[src/rtl/rv_fetch_pkg.sv]
// Shared types and constants for the RV32I instruction fetch stage.
package rv_fetch_pkg;

  typedef enum logic [1:0] {
    FETCH = 2'd0,
    WAIT  = 2'd1,
    HOLD  = 2'd2,
    DRAIN = 2'd3
  } fetch_state_e;

  localparam logic [31:0] NOP_INSTR        = 32'h0000_0013;
  localparam logic [31:0] PC_INC           = 32'd4;
  localparam logic [31:0] DEFAULT_RESET_PC = 32'h0000_0000;

  // Instruction fetches are always word aligned; low two bits are dropped.
  function automatic logic [31:0] align_word(input logic [31:0] addr);
    return {addr[31:2], 2'b00};
  endfunction

endpackage

[src/rtl/fetch_pc_reg.sv]
// Fetch program counter: redirect target (word aligned) wins over the sequential increment.
module fetch_pc_reg
  import rv_fetch_pkg::*;
#(
  parameter int              XLEN     = 32,
  parameter logic [XLEN-1:0] RESET_PC = DEFAULT_RESET_PC
) (
  input  logic            clk_i,
  input  logic            rst_ni,
  input  logic            redirect_i,
  input  logic [XLEN-1:0] redirect_pc_i,
  input  logic            inc_i,
  output logic [XLEN-1:0] fetch_pc_o
);

  logic [XLEN-1:0] fetch_pc_d;
  logic [XLEN-1:0] fetch_pc_q;

  // Next fetch address selection.
  always_comb begin
    fetch_pc_d = fetch_pc_q;
    if (redirect_i) begin
      fetch_pc_d = align_word(redirect_pc_i);
    end else if (inc_i) begin
      fetch_pc_d = fetch_pc_q + PC_INC;
    end else begin
      fetch_pc_d = fetch_pc_q;
    end
  end

  // PC state register.
  always_ff @(posedge clk_i or negedge rst_ni) begin
    if (!rst_ni) begin
      fetch_pc_q <= RESET_PC;
    end else begin
      fetch_pc_q <= fetch_pc_d;
    end
  end

  assign fetch_pc_o = fetch_pc_q;

endmodule

[src/rtl/instr_fetch_unit.sv]
// RV32I fetch stage: one outstanding imem request, a single holding register
// toward decode, and redirect-driven flushing of in-flight and held words.
module instr_fetch_unit
  import rv_fetch_pkg::*;
#(
  parameter logic [31:0] RESET_PC = DEFAULT_RESET_PC,
  parameter int          XLEN     = 32
) (
  input  logic            clk,
  input  logic            rst_n,
  output logic            imem_req_valid,
  input  logic            imem_req_ready,
  output logic [XLEN-1:0] imem_req_addr,
  input  logic            imem_rsp_valid,
  input  logic [XLEN-1:0] imem_rsp_data,
  input  logic            imem_rsp_err,
  input  logic            redirect_valid,
  input  logic [XLEN-1:0] redirect_pc,
  output logic            instr_valid,
  input  logic            instr_ready,
  output logic [XLEN-1:0] instr_word,
  output logic [XLEN-1:0] instr_pc,
  output logic            instr_fault
);

  fetch_state_e    state_d, state_q;
  logic [XLEN-1:0] pend_pc_d, pend_pc_q;
  logic            instr_valid_d, instr_valid_q;
  logic [XLEN-1:0] instr_word_d, instr_word_q;
  logic [XLEN-1:0] instr_pc_d, instr_pc_q;
  logic            instr_fault_d, instr_fault_q;
  logic [XLEN-1:0] fetch_pc;
  logic            req_fire;

  assign imem_req_valid = rst_n & (state_q == FETCH);
  assign imem_req_addr  = fetch_pc;
  assign req_fire       = imem_req_valid & imem_req_ready;

  fetch_pc_reg #(
    .XLEN     (XLEN),
    .RESET_PC (RESET_PC)
  ) u_fetch_pc_reg (
    .clk_i         (clk),
    .rst_ni        (rst_n),
    .redirect_i    (redirect_valid),
    .redirect_pc_i (redirect_pc),
    .inc_i         (req_fire),
    .fetch_pc_o    (fetch_pc)
  );

  // Next-state and holding-register update; redirect overrides every other event.
  always_comb begin
    state_d       = state_q;
    pend_pc_d     = pend_pc_q;
    instr_valid_d = instr_valid_q;
    instr_word_d  = instr_word_q;
    instr_pc_d    = instr_pc_q;
    instr_fault_d = instr_fault_q;
    case (state_q)
      FETCH: begin
        if (req_fire) begin
          pend_pc_d = fetch_pc;
        end else begin
          pend_pc_d = pend_pc_q;
        end
        if (redirect_valid) begin
          state_d = req_fire ? DRAIN : FETCH;
        end else if (req_fire) begin
          state_d = WAIT;
        end else begin
          state_d = FETCH;
        end
      end
      WAIT: begin
        if (redirect_valid) begin
          state_d = imem_rsp_valid ? FETCH : DRAIN;
        end else if (imem_rsp_valid) begin
          instr_word_d  = imem_rsp_data;
          instr_pc_d    = pend_pc_q;
          instr_fault_d = imem_rsp_err;
          instr_valid_d = 1'b1;
          state_d       = HOLD;
        end else begin
          state_d = WAIT;
        end
      end
      HOLD: begin
        if (redirect_valid || instr_ready) begin
          instr_valid_d = 1'b0;
          state_d       = FETCH;
        end else begin
          state_d = HOLD;
        end
      end
      DRAIN: begin
        // The stale response is discarded whether or not a new redirect arrives.
        if (imem_rsp_valid) begin
          state_d = FETCH;
        end else begin
          state_d = DRAIN;
        end
      end
      default: begin
        state_d = FETCH;
      end
    endcase
    if (redirect_valid) begin
      instr_valid_d = 1'b0;
      instr_fault_d = 1'b0;
    end else begin
      instr_valid_d = instr_valid_d;
      instr_fault_d = instr_fault_d;
    end
  end

  // State and decode-facing output registers.
  always_ff @(posedge clk or negedge rst_n) begin
    if (!rst_n) begin
      state_q       <= FETCH;
      pend_pc_q     <= '0;
      instr_valid_q <= 1'b0;
      instr_word_q  <= NOP_INSTR;
      instr_pc_q    <= '0;
      instr_fault_q <= 1'b0;
    end else begin
      state_q       <= state_d;
      pend_pc_q     <= pend_pc_d;
      instr_valid_q <= instr_valid_d;
      instr_word_q  <= instr_word_d;
      instr_pc_q    <= instr_pc_d;
      instr_fault_q <= instr_fault_d;
    end
  end

  assign instr_valid = instr_valid_q;
  assign instr_word  = instr_word_q;
  assign instr_pc    = instr_pc_q;
  assign instr_fault = instr_fault_q;

endmodule

[config.mk]
export PLATFORM = sky130hd
export DESIGN_NAME = instr_fetch_unit
export DESIGN_NICKNAME = d
export VERILOG_FILES = /design/src/rtl/rv_fetch_pkg.sv /design/src/rtl/fetch_pc_reg.sv /design/src/rtl/instr_fetch_unit.sv
export SDC_FILE = /design/constraint.sdc
export NUM_CORES = 1
export LEC_CHECK = 0
export BUFFER_PORTS_ARGS = -buffer_cell sky130_fd_sc_hd__buf_4
export CORE_MARGIN = 1.5
export CORE_UTILIZATION = 46
export DETAILED_ROUTE_END_ITERATION = 12
export GPL_TIMING_DRIVEN = 0
export PLACE_DENSITY_LB_ADDON = 0.3
export SYNTH_ARGS = -nofsm -noshare
export SYNTH_HDL_FRONTEND = slang
export SYNTH_SLANG_ARGS = --single-unit
export TNS_END_PERCENT = 10
[constraint.sdc]
create_clock -name clk -period 2.2 [get_ports clk]
set_input_delay 0.66 -clock clk [delete_from_list [all_inputs] [get_ports clk]]
set_output_delay 0.66 -clock clk [all_outputs]
set_load 0.03 [all_outputs]
==> metrics.md, run 1 <==
| Metric | Value |
|---|---|
| WS Path Type | `register to register` |
| #FFs+latches synth | `126` |
| DRT Pass-1 Iters | `5` |
| Root Buffer | `clkbuf_16` |
| Port Buf Inserts | `about 160` |
| Int Power | `slightly below 7 mW` |
| Global route hottest layer | `met2` |
| Peak supply drop | `a little under 0.8 mV` |
| Core box area | `about 12,000 µm²` |
| Run status | `complete, no violations` |
| Gr usage total | `0.2390` |
| Global route overflow | `0` |
| Sequential power share | `0.356` |
| Leakage Power | `~3.6 nW` |
| FF-to-FF setup slack | `0.007 ns` |
| Detailed Route WL | `14,900 µm` |
| Switching Share | `0.3491` |
| Final instance area | `roughly 7900 µm²` |
| Number of routed nets with antenna violations | `0` |
| Synth Warn # | `0` |
| Sw Pwr | `3.728 mW` |
| Slowest-stage cell, CP | `or4_4` |
| Setup crit start kind | `register` |
| Post-DP HPWL | `slightly below 10,000 µm` |
| Fin util | `0.6870` |
| Post-synthesis sequential area ratio | `0.5703` |
| Crit path time final | `between 2 and 2.5 ns` |
| Crit path from | `state_q[0]$_DFF_PN0_` |
| Vias in the first global route | `around 4.5k` |
| DR vias | `about 4.6k` |
| CP delay by family, top | `simple AND/OR/NAND/NOR gates` |
| Mapped Avg Cell Area | `between 10 and 15 µm²` |
| Hold WS | `between 0.15 and 0.2 ns` |
| Setup crit end kind | `register` |
| Cell Area, Synth | `5535 µm²` |
| Antenna Cells | `0` |
| Largest net degree at the start of global routing | `48` |
| Row cnt | `39` |
| Worst-path clk slew | `about 0.06 ns` |
| Post-Synthesis Cells | `~440` |
| Die height | `112.7 µm` |
| Clock Power Share | `0.259` |
| Fmax | `~460 MHz` |
| Die W | `~110 µm` |
| RSZ-0062 raised after global routing | `true` |
| Comb pwr share | `0.385` |
| H-tree depth | `4` |
| Final period util | `0.9969` |
| Worst slew pin tran | `about 0.51 ns` |
| EDFF count, synth | `0` |
| Post-synth cell types | `45` |
| CP Data Required Time | `around 2.5 ns` |
| Hold Crit Class | `input port to async pin` |
| CTS Buf Count | `17` |
| Antenna violations before repair | `0` |
| Clock Latency Late Sink | `around 0.42 ns` |
| Critical Path Max Stage Delay | `about 0.55 ns` |
| Clk sinks | `126` |
| Most used DFF post-synth | `dfrtp_1` |
| Io pins | `170` |
| DP Area | `~7000 µm²` |
| Commonest non-fill, non-tap cells in the layout | `188 x buf_4, 114 x dfrtp_1, 91 x mux2_2` |
| Cell area power density | `1344 nW/µm²` |
| Arrival time worst endpoint | `2.52 ns` |
| Final hold violation count | `0` |
| Worst path bufs/invs | `1` |
| Max Fanout on Critical Path | `6` |
| Post-CTS Hold Buffers | `0` |
| Post-synth ARST share | `1.000` |
| Wirelength per Cell | `18.44 µm` |
| Routing usage on met1 | `0.3115` |
| Clock skew | `0.009649 ns` |
| CTS tree | `yes` |
| Final setup fails | `0` |
| Slew Viols, Final | `0` |
| Starting Density | `0.4786` |
| Most common cell after layout, fill and taps aside | `buf_4` |
| NumNets Final | `between 700 and 800` |
| Die area | `roughly 13,000 µm²` |
| Vias/cell | `5.698` |
| Max cap viols | `0` |
| GR met2 Demand/Resource | `0.3772` |
| Iter 0 DRT Violations | `between 300 and 400` |
| Setup TNS | `0 ns` |
| CTS Buffer Depth | `2` |
| Slew headroom | `0.6604` |
| DRC errors left | `0` |
| Share of post-route cells with drive strength above 1 | `0.5398` |
| Gpl congestion | `approximately 0.8` |
| Area delta synth->final | `43.54%` |
| First-pass GRT wire length | `between 20,000 and 25,000 µm` |
| Critical Path, Cell by Cell | `or3b_4 -> or4_4 -> buf_6 -> or4_1 -> a31oi_1` |
| RR Startpoint | `state_q[0]$_DFF_PN0_` |
| Met3 usage | `0.07070` |
[power by group through the flow]
stage | registers (mW) | logic (mW) | clock network, mW
floorplan | 4.99 | 1.29 | 0
global placement | 3.77 | 3.92 | 0
detailed placement | 3.84 | 3.99 | 0
CTS | 3.81 | 4.08 | 2.81
global route | 3.92 | 4.33 | 2.92
finish | 3.80 | 4.11 | 2.76
[cell type report]
cell class	instances	area, µm²
inverter	9	33.78
sequential	126	3168
tap	143	178.9
timing repair buffer	191	1555
buffer	25	158.9
multi-input combinational	282	2260
clock buffer	25	505.5
clock inverter	7	85.08
fill	838	3620
[cells by family after synthesis]
| family | after synthesis | share of synthesized area |
|---|---|---|
| other | 1 | 0.0006775 |
| adders and majority gates | 4 | 0.009042 |
| and+or+nand+nor | 118 | 0.1209 |
| AOI/OAI and AO/OA | 56 | 0.06601 |
| DFF | 126 | 0.5703 |
| muxes | 92 | 0.1869 |
| xor gates and xnor gates | 8 | 0.01266 |
| buffers and inverters | 39 | 0.03345 |
[synth_stat cells, types with 2 or more instances]
master     count  area share
o41ai_1        2      0.0032
nor2_1        16       0.011
dfrtp_1      123        0.56
nand3_1       13       0.012
ha_1           4      0.0090
o21ai_0       14       0.013
o31ai_1       11       0.015
o22ai_1        2      0.0023
dfstp_2        3       0.014
nand4_1        9       0.010
xor2_1         4      0.0063
inv_1          9      0.0061
buf_1          2      0.0014
or3_1          5      0.0057
nand2_1       32       0.022
clkbuf_1      20       0.014
a31oi_1       16       0.018
a21oi_1        2      0.0018
nor3_1         4      0.0036
buf_6          3      0.0061
or4_1         23       0.031
mux2_2        91        0.19
nor4_1         2      0.0023
xnor2_1        4      0.0063
o211ai_1       5      0.0068
nand4bb_1      3      0.0061
buf_4          4      0.0054
[flip-flops by register name, indices dropped and copies added (netlist names)]
name                       count
instr_valid                    1
instr_word                    32
state_q                        2
u_fetch_pc_reg.fetch_pc_o     30
pend_pc_q                     30
instr_fault                    1
instr_pc                      30
[worst register-to-register path, cell delays in order (launching register included)]
cell,delay [ns]
dfrtp_1,0.39
or3b_4,0.42
or4_4,0.55
buf_6,0.17
or4_1,0.39
a31oi_1,0.19
[worst paths after layout]
path                                                             end  depth (start not counted)
max in group asynchronous                 instr_word[18]$_DFFE_PN0P_                          3
setup / recovery           u_fetch_pc_reg.fetch_pc_o[30]$_DFFE_PN0P_                          5
setup reg to reg           u_fetch_pc_reg.fetch_pc_o[30]$_DFFE_PN0P_                          5
min in group clk           u_fetch_pc_reg.fetch_pc_o[15]$_DFFE_PN0P_                          3
hold reg to reg                              instr_pc[4]$_DFFE_PN0P_                          2
hold / removal                              pend_pc_q[4]$_DFFE_PN0P_                          2
[through the flow]
stage | setup slack, ns | std cells | total power, mW
after global placement | -1.648 | 753 | 7.687
after floorplan | -0.2026 | 447 | 6.282
after global routing | -0.05099 | 808 | 11.18
after CTS | -0.1021 | 797 | 10.70
after detailed placement | -1.189 | 754 | 7.834
final | 0.006902 | 808 | 10.68
[per-layer routing]
layer	wire length, µm	vias up
met4	274	0
met2	7164	238
met1	6170	2294
met5	0	-
li1	-	2047
met3	1291	25
[what timing repair did]
item / CTS / global route
pin swaps: 13 / 3
gates resized for setup: 16 / 22
gates cloned: 4 / 0
setup endpoints to repair: 125 / 76
buffers inserted: 10 / 14
Power figures use the tool's default switching activity.
==> run 2: changes to the inputs <==
--- a/config.mk
+++ b/config.mk
@@ -5,12 +5,12 @@
 export SDC_FILE = /design/constraint.sdc
 export NUM_CORES = 1
 export LEC_CHECK = 0
-export BUFFER_PORTS_ARGS = -buffer_cell sky130_fd_sc_hd__buf_4
 export CORE_MARGIN = 1.5
-export CORE_UTILIZATION = 46
+export CORE_UTILIZATION = 55
 export DETAILED_ROUTE_END_ITERATION = 12
+export DONT_BUFFER_PORTS = 1
 export GPL_TIMING_DRIVEN = 0
-export PLACE_DENSITY_LB_ADDON = 0.3
+export PLACE_DENSITY = 0.77
 export SYNTH_ARGS = -nofsm -noshare
 export SYNTH_HDL_FRONTEND = slang
 export SYNTH_SLANG_ARGS = --single-unit
==> metrics.md, run 2 (synthesis gave the netlist of run 1 again) <==
| Metric | Value |
|---|---|
| First-pass GRT wire length | `approximately 19,000 µm` |
| Fmax | `about 440 MHz` |
| Setup TNS | `-0.2601 ns` |
| DR vias | `about 3.7k` |
| Max cap viols | `0` |
| Slowest-stage cell, CP | `or4_4` |
| Most common cell after layout, fill and taps aside | `dfrtp_1` |
| Area delta synth->final | `17.95%` |
| CTS Buffer Depth | `2` |
| Root Buffer | `clkbuf_8` |
| Die area | `about 11,000 µm²` |
| Final hold violation count | `approximately 120` |
| DP Worst Slack | `-0.8373 ns` |
| Wirelength per Cell | `about 20 µm` |
| Leakage Power | `~2.7 nW` |
| Final WS setup | `-0.06457 ns` |
| DRT Pass-1 Iters | `4` |
| WS Path Type | `register to register` |
| Most frequent CP cell | `buf_6` |
| RSZ-0062 raised after global routing | `true` |
| Int Power | `a little over 6 mW` |
| Largest net degree at the start of global routing | `130` |
| Filler cells | `slightly above 700` |
| DR WL met3 | `between 1000 and 1500 µm` |
| Critical Path, Cell by Cell | `buf_6 -> or3b_4 -> or4_4 -> buf_6 -> or4_1 -> a31oi_1` |
| Final setup fails | `5` |
| Clk sinks | `roughly 130` |
| CP Data Required Time | `~2.6 ns` |
| Switching Share | `0.3607` |
| Clock Power Share | `0.309` |
| Setup crit end kind | `register` |
| Hold Crit Class | `input port to async pin` |
| Port Buf Inserts | `0` |
| DRC errors left | `0` |
| Met2 wire len | `just over 6000 µm` |
| Row cnt | `36` |
| Share of post-route cells with drive strength above 1 | `0.3967` |
| Vias in the first global route | `approximately 3.7k` |
| Arrival time worst endpoint | `2.68 ns` |
| Hold WS | `-0.1459 ns` |
| Slew Viols, Final | `0` |
| Gpl congestion | `about 0.82` |
| Critical Path Max Stage Delay | `roughly 0.56 ns` |
| Crit path time final | `roughly 2.3 ns` |
| Failing checks | `negative hold slack, negative setup slack` |
| Iter 0 DRT Violations | `just over 200` |
| H-tree depth | `4` |
| NumNets Final | `~550` |
| Cell area power density | `about 1500 nW/µm²` |
| M1 wire length | `roughly 5000 µm` |
| Detailed Route WL | `12,500 µm` |
| Clock Latency Late Sink | `0.50 ns` |
| Antenna Cells | `0` |
| Worst-path clk slew | `about 0.060 ns` |
| Placed Instances | `580` |
| DP Area | `~5800 µm²` |
| Slew headroom | `0.6387` |
| Sequential power share | `0.531` |
| Finished Layout Cells | `roughly 600` |
| Vias/cell | `a little over 6` |
| Antenna violations before repair | `0` |
| Global route overflow | `0` |
| Max layer used | `met4` |
| Gr usage total | `0.2390` |
| Post-DP HPWL | `slightly below 9000 µm` |
| Setup crit start kind | `register` |
| Sw Pwr | `roughly 3.5 mW` |
| Tot Pwr | `between 9 and 10 mW` |
| Max Fanout on Critical Path | `6` |
| Worst slew pin tran | `between 0.5 and 0.6 ns` |
| Final period util | `1.029` |
| Fin util | `0.6679` |
| Commonest non-fill, non-tap cells in the layout | `103 x dfrtp_1, 91 x mux2_2, 32 x nand2_1` |
| Comb pwr share | `0.160` |
| Core box area | `just under 10,000 µm²` |
| Number of routed nets with antenna violations | `0` |
| Number of flip-flops under the largest register name | `32` |
| Die W | `~100 µm` |
| Starting Density | `0.5663` |
| Final instance area | `roughly 6500 µm²` |
| Clock skew | `around 0.0070 ns` |
| Peak supply drop | `approximately 0.62 mV` |
| Run status | `complete, but fails checks` |
| Io pins | `170` |
| CTS tree | `yes` |
| Die height | `approximately 100 µm` |
| CTS Buf Count | `17` |
[run 2: worst max-delay path, delay by kind of cell (launching register included)]
family / cells / cell delay (ns)
and+or+nand+nor: 3 / 1.36
DFF: 1 / 0.37
buffers and inverters: 2 / 0.28
AOI/OAI and AO/OA: 1 / 0.17
[run 2: worst paths after layout]
check	startpoint	endpoint	slack (ns)	cells after the start
worst max-delay path	state_q[0]$_DFF_PN0_	u_fetch_pc_reg.fetch_pc_o[30]$_DFFE_PN0P_	-0.06	6
worst min-delay path	rst_n	instr_word[7]$_DFFE_PN0P_	-0.15	0
worst max register to register	state_q[0]$_DFF_PN0_	u_fetch_pc_reg.fetch_pc_o[30]$_DFFE_PN0P_	-0.06	6
worst min register to register	pend_pc_q[30]$_DFFE_PN0P_	instr_pc[30]$_DFFE_PN0P_	0.50	1
max in group asynchronous	rst_n	instr_word[4]$_DFFE_PN1P_	2.12	0
min in group clk	redirect_pc[5]	u_fetch_pc_reg.fetch_pc_o[5]$_DFFE_PN0P_	0.28	2
[run 2: final cells by class]
type / count / area, µm² / share of cell area
Buffer: 26 / 153.9 / 0.02357
Clock buffer: 19 / 441.7 / 0.06765
Clock inverter: 13 / 211.5 / 0.03239
Inverter: 9 / 37.54 / 0.005749
Multi-Input combinational cell: 282 / 2271 / 0.3478
Sequential cell: 126 / 3182 / 0.4874
Tap cell: 133 / 166.4 / 0.02549
Timing Repair Buffer: 9 / 65.06 / 0.009966
[run 2: timing repair]
action / in CTS / in global routing
pin swaps: 5 / 11
gates resized for setup: 25 / 15
gates cloned: 1 / 0
hold endpoints to repair: 126 / 126
setup endpoints to repair: 106 / 56
setup buffers: 4 / 4
[run 2: power groups by stage]
stage / logic (mW) / clock network [mW] / registers (mW)
floorplan: 1.29 / 0 / 4.99
global placement: 1.42 / 0 / 5.16
detailed placement: 1.51 / 0 / 5.22
CTS: 1.53 / 3.07 / 5.19
global route: 1.71 / 3.18 / 5.34
finish: 1.56 / 3.02 / 5.18
[run 2: per-layer routing]
metal	vias up	global-route usage
li1	1685	-
met1	1868	0.2937
met2	162	0.3856
met3	11	0.09140
met4	0	0.08940
met5	-	0
